### src/rtl/prog_seq_pkg.sv
// Shared defaults, index-width helper and step-direction encodings for the
// programmable sequence counter.
package prog_seq_pkg;

  localparam int unsigned DEF_WIDTH = 3;
  localparam int unsigned DEF_DEPTH = 8;

  localparam logic DIR_FWD = 1'b0;
  localparam logic DIR_REV = 1'b1;

  // Smallest r with 2**r >= n; at least 1 for n >= 2.
  function automatic int unsigned clog2(input int unsigned n);
    int unsigned r;
    r = 0;
    while ((32'd1 << r) < n) r = r + 1;
    return r;
  endfunction

endpackage

### src/rtl/prog_seq_counter_if.sv
// Control/status bundle of prog_seq_counter.
//   master: drives en, dir, load, load_idx, wr_*, len_*; observes countreg, idx, wrap
//   slave : the counter side of the same signals
interface prog_seq_counter_if
  import prog_seq_pkg::*;
#(
  parameter int unsigned WIDTH = DEF_WIDTH,
  parameter int unsigned DEPTH = DEF_DEPTH
);
  localparam int unsigned IW = clog2(DEPTH);

  logic             en;
  logic             dir;
  logic             load;
  logic [IW-1:0]    load_idx;
  logic             wr_en;
  logic [IW-1:0]    wr_addr;
  logic [WIDTH-1:0] wr_data;
  logic             len_we;
  logic [IW:0]      len_in;
  logic [WIDTH-1:0] countreg;
  logic [IW-1:0]    idx;
  logic             wrap;

  modport master (
    output en, dir, load, load_idx, wr_en, wr_addr, wr_data, len_we, len_in,
    input  countreg, idx, wrap
  );

  modport slave (
    input  en, dir, load, load_idx, wr_en, wr_addr, wr_data, len_we, len_in,
    output countreg, idx, wrap
  );

endinterface

### src/rtl/seq_table.sv
// DEPTH x WIDTH sequence register file: one write port, one async read port.
// Reset loads the identity pattern (entry i = i mod 2**WIDTH).
//   clk, rst          : clock, async active-high reset
//   wr_en/addr/data   : write port; addresses >= DEPTH are dropped
//   rd_addr, rd_data  : combinational read
module seq_table #(
  parameter int unsigned WIDTH = 3,
  parameter int unsigned DEPTH = 8,
  parameter int unsigned IW    = 3
) (
  input  logic             clk,
  input  logic             rst,
  input  logic             wr_en,
  input  logic [IW-1:0]    wr_addr,
  input  logic [WIDTH-1:0] wr_data,
  input  logic [IW-1:0]    rd_addr,
  output logic [WIDTH-1:0] rd_data
);

  logic [WIDTH-1:0] mem [DEPTH];

  // Storage with identity reset pattern.
  always_ff @(posedge clk or posedge rst) begin
    if (rst) begin
      for (int i = 0; i < int'(DEPTH); i++) mem[i] <= WIDTH'(i);
    end else if (wr_en && (32'(wr_addr) < DEPTH)) begin
      mem[wr_addr] <= wr_data;
    end
  end

  assign rd_data = mem[rd_addr];

endmodule

### src/rtl/prog_seq_counter.sv
// Programmable sequence counter: steps an index through a writable table of
// WIDTH-bit values, forward or reverse, over an adjustable active length.
//   clk, rst : clock, async active-high reset
//   bus      : control inputs (en, dir, load, load_idx, wr_*, len_*) and
//              outputs countreg (= table[idx]), idx, wrap (one-cycle pulse)
module prog_seq_counter
  import prog_seq_pkg::*;
#(
  parameter int unsigned WIDTH = DEF_WIDTH,
  parameter int unsigned DEPTH = DEF_DEPTH
) (
  input  logic                clk,
  input  logic                rst,
  prog_seq_counter_if.slave   bus
);

  localparam int unsigned IW = clog2(DEPTH);
  localparam int unsigned LW = IW + 1;
  localparam logic [LW-1:0] DEPTH_L = LW'(DEPTH);

  logic [IW-1:0] idx_q, idx_d;
  logic          wrap_q, wrap_d;
  logic [LW-1:0] len_q, len_d;
  logic [LW-1:0] idx_ext, len_m1;

  assign idx_ext = LW'(idx_q);
  assign len_m1  = len_q - LW'(1);   // len_q is never 0

  // New active length, clamped to 1..DEPTH.
  always_comb begin
    len_d = len_q;
    if (bus.len_we) begin
      if (bus.len_in == '0)          len_d = LW'(1);
      else if (bus.len_in > DEPTH_L) len_d = DEPTH_L;
      else                           len_d = bus.len_in;
    end
  end

  // Next index and wrap flag; decisions use the current (old) length.
  always_comb begin
    idx_d  = idx_q;
    wrap_d = 1'b0;
    if (bus.load) begin
      idx_d = (LW'(bus.load_idx) >= len_q) ? '0 : bus.load_idx;
    end else if (bus.en) begin
      if (bus.dir == DIR_FWD) begin
        if (idx_ext >= len_m1) begin
          idx_d  = '0;
          wrap_d = 1'b1;
        end else begin
          idx_d = idx_q + IW'(1);
        end
      end else begin
        if ((idx_q == '0) || (idx_ext >= len_q)) begin
          idx_d  = IW'(len_m1);
          wrap_d = 1'b1;
        end else begin
          idx_d = idx_q - IW'(1);
        end
      end
    end
  end

  // Single registered state update.
  always_ff @(posedge clk or posedge rst) begin
    if (rst) begin
      idx_q  <= '0;
      wrap_q <= 1'b0;
      len_q  <= DEPTH_L;
    end else begin
      idx_q  <= idx_d;
      wrap_q <= wrap_d;
      len_q  <= len_d;
    end
  end

  seq_table #(
    .WIDTH (WIDTH),
    .DEPTH (DEPTH),
    .IW    (IW)
  ) u_table (
    .clk     (clk),
    .rst     (rst),
    .wr_en   (bus.wr_en),
    .wr_addr (bus.wr_addr),
    .wr_data (bus.wr_data),
    .rd_addr (idx_q),
    .rd_data (bus.countreg)
  );

  assign bus.idx  = idx_q;
  assign bus.wrap = wrap_q;

endmodule

### src/flat_wrapper.sv
// flat-port wrapper written by rule: the top's interface ports become plain ports
module prog_seq_counter_flat import prog_seq_pkg::*;
#(
  parameter int unsigned WIDTH = DEF_WIDTH,
  parameter int unsigned DEPTH = DEF_DEPTH
)
  (clk, rst, bus_en, bus_dir, bus_load, bus_load_idx, bus_wr_en, bus_wr_addr, bus_wr_data, bus_len_we, bus_len_in, bus_countreg, bus_idx, bus_wrap);
  prog_seq_counter_if #(.WIDTH(WIDTH), .DEPTH(DEPTH)) bus_i ();
  input  logic clk;
  input  logic rst;
  input wire logic [$bits(bus_i.en)-1:0] bus_en;
  input wire logic [$bits(bus_i.dir)-1:0] bus_dir;
  input wire logic [$bits(bus_i.load)-1:0] bus_load;
  input wire logic [$bits(bus_i.load_idx)-1:0] bus_load_idx;
  input wire logic [$bits(bus_i.wr_en)-1:0] bus_wr_en;
  input wire logic [$bits(bus_i.wr_addr)-1:0] bus_wr_addr;
  input wire logic [$bits(bus_i.wr_data)-1:0] bus_wr_data;
  input wire logic [$bits(bus_i.len_we)-1:0] bus_len_we;
  input wire logic [$bits(bus_i.len_in)-1:0] bus_len_in;
  output wire logic [$bits(bus_i.countreg)-1:0] bus_countreg;
  output wire logic [$bits(bus_i.idx)-1:0] bus_idx;
  output wire logic [$bits(bus_i.wrap)-1:0] bus_wrap;
  assign bus_i.en = bus_en;
  assign bus_i.dir = bus_dir;
  assign bus_i.load = bus_load;
  assign bus_i.load_idx = bus_load_idx;
  assign bus_i.wr_en = bus_wr_en;
  assign bus_i.wr_addr = bus_wr_addr;
  assign bus_i.wr_data = bus_wr_data;
  assign bus_i.len_we = bus_len_we;
  assign bus_i.len_in = bus_len_in;
  assign bus_countreg = bus_i.countreg;
  assign bus_idx = bus_i.idx;
  assign bus_wrap = bus_i.wrap;
  prog_seq_counter #(.WIDTH(WIDTH), .DEPTH(DEPTH)) u_core (.clk(clk), .rst(rst), .bus(bus_i));
endmodule
### config.mk
export PLATFORM = sky130hd
export DESIGN_NAME = prog_seq_counter_flat
export DESIGN_NICKNAME = d
export VERILOG_FILES = /design/src/rtl/prog_seq_pkg.sv /design/src/rtl/prog_seq_counter_if.sv /design/src/rtl/seq_table.sv /design/src/rtl/prog_seq_counter.sv /design/src/flat_wrapper.sv
export SDC_FILE = /design/constraint.sdc
export NUM_CORES = 1
export LEC_CHECK = 0
export ABC_CLOCK_PERIOD_IN_PS = 5700
export CAP_MARGIN = 20
export CORE_AREA = 2 2 71 73
export DETAILED_ROUTE_END_ITERATION = 7
export DIE_AREA = 0 0 73 75
export SLEW_MARGIN = 20
export SYNTH_ARGS = -nofsm -noshare
export SYNTH_HDL_FRONTEND = slang
export SYNTH_SLANG_ARGS = --single-unit
### constraint.sdc
create_clock -name clk -period 5.7 [get_ports clk]
set_input_delay 1.14 -clock clk [delete_from_list [all_inputs] [get_ports clk]]
set_output_delay 1.14 -clock clk [all_outputs]
set_load 0.005 [all_outputs]
==> flow_summary.yaml, run 1 <==
status:
  status: "completed"
clocking:
  cts_root_buf: "clkbuf_8"
  clock_latency_ps: 280
  cts.htree.levels: 2
  cts_buffers: 5
  cts_tree: "done"
  cts_hold_buf: 0
  clkTransAtPathRegs_ps: 60
  cts_resized: 0
  clock_sinks: 32
  clock_path_buffers: 2
  postCtsSetupRepairBufs: 0
critical_path:
  critPathArrivalTime_ps: 2230
  r2r_slack_ps: 3240
  cp_slowest_cell: "dfrtp_1"
  path_max_fanout: 11
  slowest_delay_ps: 650
  timing_worst_setup_path_type: "reg2out"
  worstPathRequired_ps: 4560
  worst_setup_path_start_kind: "flip-flop"
  endpoint_kind: "output pin"
  cp_cell_sequence: "mux4_2 > mux2_2 > clkdlybuf4s50_1"
  r2r-end: "u_core.bus.idx[1]"
  reg2reg_from: "u_core.bus.idx[0]"
  reg2reg_depth: 7
floorplan:
  initial_core_util: 0.4059
  die_w_um: 73
  io-pin-count: 27
  dieHeight_um: 75
  core_mm2: 0.004661
  dieArea_mm2: 0.005475
  fp-row-count: 25
global_route:
  antenna_found_initial: 0
  grt_pass1_wl_um: 6568
  grt_overflow_total: 0
  grt_pass1_vias: 1449
  track_usage: 0.1584
  grt_max_degree: 33
detailed_routing:
  drtPass1Iterations: 4
  vias: 1283
  drtIter0Drc: 54
  antenna_left: 0
  wl_per_cell_um: 16.28
  drt-total-wl_um: 3825
  via_per_inst: 5.460
  route.detailed.drc: 0
timing:
  final.min_clock_period_ps: 3365
  max_slew_margin: 0.6410
  skew_ps: 5.001
  tightest_slew_ps: 537.3
  rsz0062_at_grt: "false"
  hold_viol_final: 0
  fin_setup_tns_ps: 0
  max_freq_mhz: 297.2
  setup-violations-final: 0
  slew_violations: 0
  fin_crit_sh: 0.5904
placed_design:
  gp_congestion: 0.8304
  place_inst: 227
  hpwl_um: 3002
  dpl-instance-area_mm2: 0.002203
  numPortBuffers: 26
finish:
  final_util: 0.4958
  antennaDiodeCount: 0
  final_common_cell: "mux2_2"
  fin_cells: 235
  final_cell_mix: "mux2_2 (31), clkdlybuf4s50_1 (26), dfrtp_1 (19), ha_1 (13), dfstp_2 (13)"
  drive_above_1_share: 0.3536
  fin_area_mm2: 0.002311
  area_growth_pct: 22.16
  nNetsFinal: 213
synth:
  synth.distinct_cells: 34
  synth_top_flop_cell: "dfrtp_1"
  yosysWarningCount: 0
  ys_ff_latch: 32
  syn_nets: 183
  synthCells: 150
  synth_edf_count: 0
  syn_area_mm2: 0.001892
  seq_area_frac_synth: 0.4319
  synthArstFlopShare: 1.000
  syn_avg_cell_area_um2: 12.61
min_path:
  hold_start: "u_core.u_table.mem[14]"
  hold_path.class: "reg2reg"
  whs_path_depth: 1
  whs_endpoint: "u_core.u_table.mem[14]"
power_and_ir_drop:
  p_comb_frac: 0.346
  p_seq_frac: 0.409
  internal-power_uw: 608.5
  switching_share: 0.2848
  clockPowerShare: 0.245
  power.density_mw_per_mm2: 368.1
  power_uw: 850.8
  irDropWorstVdd_mv: 0.2115
  power.leakage_nw: 0.9202
  p_sw_uw: 242.3
job:
  maxCapViolCount: 0
[worst max-delay path, delay by kind of cell (launching register included)]
family,cells,cell delay [ps]
buf+inv,1,440
flops,1,650
mux,2,850
[final cells by class]
cell class              count  area [um2]
clock buffers               6       72.57
clock inverters             2       35.03
fillers                   400        2350
inverters                   8       30.03
multi-input cells         106        1021
flip-flops and latches     32       817.0
well taps                  54       67.56
repair buffers             27       267.8
[power groups by stage]
stage / combinational, mW / sequential [mW] / clock (mW)
final: 0.294 / 0.348 / 0.209
after global routing: 0.323 / 0.357 / 0.229
after CTS: 0.298 / 0.350 / 0.216
after detailed placement: 0.297 / 0.353 / 0
after global placement: 0.290 / 0.350 / 0
after floorplan: 0.227 / 0.314 / 0
[worst max-delay path by stage]
stage,cells after the start,to,from,slack [ps]
6_report,3,bus_countreg[1],u_core.bus.idx[0],2330
5_1_grt,3,bus_countreg[1],u_core.bus.idx[0],2220
4_1_cts,3,bus_countreg[1],u_core.bus.idx[0],2280
3_5_place_dp,3,bus_countreg[1],u_core.bus.idx[0],2610
3_3_place_gp,3,bus_countreg[1],u_core.bus.idx[0],2600
2_1_floorplan,3,bus_countreg[0],u_core.bus.idx[0],3170
[logic make-up (layout without fill, tap and decap cells)]
family | count (synthesis) | in the layout | share of synthesized area
AOI/OAI and AO/OA | 21 | 21 | 0.08201
xor gates and xnor gates | 3 | 3 | 0.01389
adders and majority gates | 13 | 13 | 0.08598
buffers and inverters | 12 | 43 | 0.02844
DFF | 32 | 32 | 0.4319
muxes | 38 | 38 | 0.2612
and+or+nand+nor | 31 | 31 | 0.09657
[state kept, by name (all words and copies together), names as in the netlist]
name / flops
u_core.u_table.mem: 24
u_core.bus.idx: 3
u_core.bus.wrap: 1
u_core.len_q: 4
[Yosys cell counts (2+ instances only)]
master	number	area share
nor3b_1	3	0.012
dfstp_2	13	0.18
o21ai_0	8	0.021
ha_1	13	0.086
nand2b_1	2	0.0066
nor3_1	4	0.011
dfrtp_1	19	0.25
mux4_2	6	0.071
nand4b_1	3	0.014
clkbuf_1	2	0.0040
xnor2_1	3	0.014
nand2_1	7	0.014
inv_1	8	0.016
a211oi_1	2	0.0079
mux2_2	31	0.18
o211ai_1	2	0.0079
a32oi_1	2	0.0093
nor2_1	5	0.0099
nor2b_1	2	0.0066
[stage by stage]
| stage | setup WS, ps | hold slack (ps) |
|---|---|---|
| after floorplan | 3172 | 473.8 |
| after global placement | 2601 | 497.3 |
| after detailed placement | 2605 | 500.4 |
| after CTS | 2282 | 515.7 |
| after global routing | 2218 | 526.2 |
| final | 2335 | 509.9 |
[layer usage]
| layer | vias up | track usage | wire [um] |
|---|---|---|---|
| met2 | 29 | 0.2953 | 2078 |
| met5 | - | 0 | 0 |
| met3 | 4 | 0.03882 | 145 |
| li1 | 616 | - | - |
| met4 | 0 | 0.05556 | 48 |
| met1 | 634 | 0.1751 | 1552 |
Note: power is estimated with default switching activity, not from simulation.
==> run 2, diff against run 1 <==
- ABC_CLOCK_PERIOD_IN_PS: 5700 -> 3200
- clock period: 5.7 -> 3.2 ns (I/O delays scaled with it)
==> run 2 against run 1 <==
  * Clock skew is 2.9 ps lower
  * Core utilization up 0.43 points
  * Cell count rose by 0.85%
  * Worst setup slack worse by 2000 ps
  * Sequential share of layout area decreased by 0.30 points
  * First-iteration DRC count decreased by 48%
  * Global-route usage rose by 0.30 points
  * Register-to-register slack worse by 2500 ps
  * Routed wire length is 1.4% higher
  * Critical endpoint unchanged
  * Largest power group unchanged
  * Highest routed layer unchanged
==> flow_summary.yaml, run 2 (synthesis gave the netlist of run 1 again) <==
status:
  status: "completed"
finish:
  largest_reg_flops: 24
  max_flop_register: "u_core.u_table.mem"
  fin_cells: 237
  final_cell_mix: "mux2_2 (31), clkdlybuf4s50_1 (26), dfrtp_1 (19), ha_1 (13), dfstp_2 (13)"
  area_growth_pct: 23.21
  drive_above_1_share: 0.3661
  antennaDiodeCount: 0
  nNetsFinal: 215
  final_common_cell: "mux2_2"
clocking:
  cts_root_buf: "clkbuf_8"
  clock_path_buffers: 2
  cts_hold_buf: 0
  clock_sinks: 32
  clock_latency_ps: 280
  cts.htree.levels: 2
  clkTransAtPathRegs_ps: 60
  cts_buffers: 5
  cts_resized: 0
  postCtsSetupRepairBufs: 0
  cts_tree: "done"
critical_path:
  r2r-end: "u_core.bus.idx[1]"
  cp_cell_sequence: "mux4_2 > mux2_2 > clkdlybuf4s50_1"
  endpoint_kind: "output pin"
  worst_setup_path_start_kind: "flip-flop"
  timing_worst_setup_path_type: "reg2out"
  path_max_fanout: 11
  reg2reg_depth: 7
  r2r_slack_ps: 720
  worstPathRequired_ps: 2560
  cp_slowest_cell: "dfrtp_1"
  slowest_delay_ps: 680
  reg2reg_from: "u_core.bus.idx[0]"
  critPathArrivalTime_ps: 2270
global_route:
  grt_pass1_wl_um: 6596
  grt_pass1_vias: 1393
  grt_max_degree: 28
  grt_overflow_total: 0
  antenna_found_initial: 0
  track_usage: 0.1613
floorplan:
  core_mm2: 0.004661
  fp-row-count: 25
  initial_core_util: 0.4059
  io-pin-count: 27
  dieHeight_um: 75
  die_w_um: 73
  dieArea_mm2: 0.005475
min_path:
  whs_path_depth: 1
  hold_path.class: "reg2reg"
  whs_endpoint: "u_core.u_table.mem[7]"
  hold_start: "u_core.u_table.mem[7]"
placed_design:
  hpwl_um: 2906
  gp_congestion: 0.8301
  place_inst: 228
  numPortBuffers: 26
timing:
  tightest_slew_ps: 587.0
  hold_viol_final: 0
  fin_crit_sh: 0.9097
  worst_hold_slack_ps: 508.3
  max_freq_mhz: 343.5
  slew_violations: 0
  rsz0062_at_grt: "false"
  fin_setup_tns_ps: 0
  final.min_clock_period_ps: 2911
  setup-violations-final: 0
  max_slew_margin: 0.6078
  skew_ps: 2.080
detailed_routing:
  drtIter0Drc: 28
  via_per_inst: 5.523
  drt-total-wl_um: 3877
  vias: 1309
  drtPass1Iterations: 4
  antenna_left: 0
  route.detailed.drc: 0
  wl_per_cell_um: 16.36
job:
  maxCapViolCount: 0
power_and_ir_drop:
  power.density_mw_per_mm2: 629.1
  power_mw: 1.467
  power.leakage_nw: 0.9297
  irDropWorstVdd_mv: 0.3694
[run 2: area by class of cell]
| cell class | instances | area [um2] |
|---|---|---|
| flip-flops and latches | 32 | 817.0 |
| multi-input cells | 106 | 1021 |
| well taps | 54 | 67.56 |
| clock inverters | 2 | 10.01 |
| repair buffers | 29 | 302.8 |
| inverters | 8 | 30.03 |
| clock buffers | 6 | 82.58 |
| fillers | 416 | 2330 |
[run 2: worst max path at each step]
stage | from | to
3_5_place_dp | u_core.bus.idx[0] | bus_countreg[1]
2_1_floorplan | u_core.bus.idx[1] | u_core.bus.idx[1]
4_1_cts | u_core.bus.idx[0] | bus_countreg[1]
3_3_place_gp | u_core.bus.idx[0] | bus_countreg[1]
5_1_grt | u_core.bus.idx[0] | bus_countreg[1]
6_report | u_core.bus.idx[0] | bus_countreg[1]
[run 2: routing by layer]
metal  track usage  wire (um)  vias up
met4       0.05761         55        0
met1        0.1901       1599      650
met3       0.04016        178        6
met2        0.2863       2043       32
li1              -          -      621
met5             0          0        -
[run 2: through the flow]
| stage | utilization | area, um2 | worst slack [ps] |
|---|---|---|---|
| final | 0.5001 | 2331 | 289.1 |
| after floorplan | - | 1892 | 1038 |
| after detailed placement | 0.4744 | 2211 | 572.7 |
| after global routing | 0.5001 | 2331 | 171.5 |
| after CTS | 0.4942 | 2303 | 252.7 |
| after global placement | 0.4744 | 2211 | 599.3 |
[run 2: worst max-delay path, delay by kind of cell (launching register included)]
family,cells,cell delay [ps]
buffers and inverters,1,450
multiplexers,2,870
flip-flops,1,680
[run 2: report_power, final]
part,switching (mW),internal [mW]
Combinational,0.193,0.342
Sequential,0.102,0.515
Clock,0.143,0.171
Total,0.438,1.03
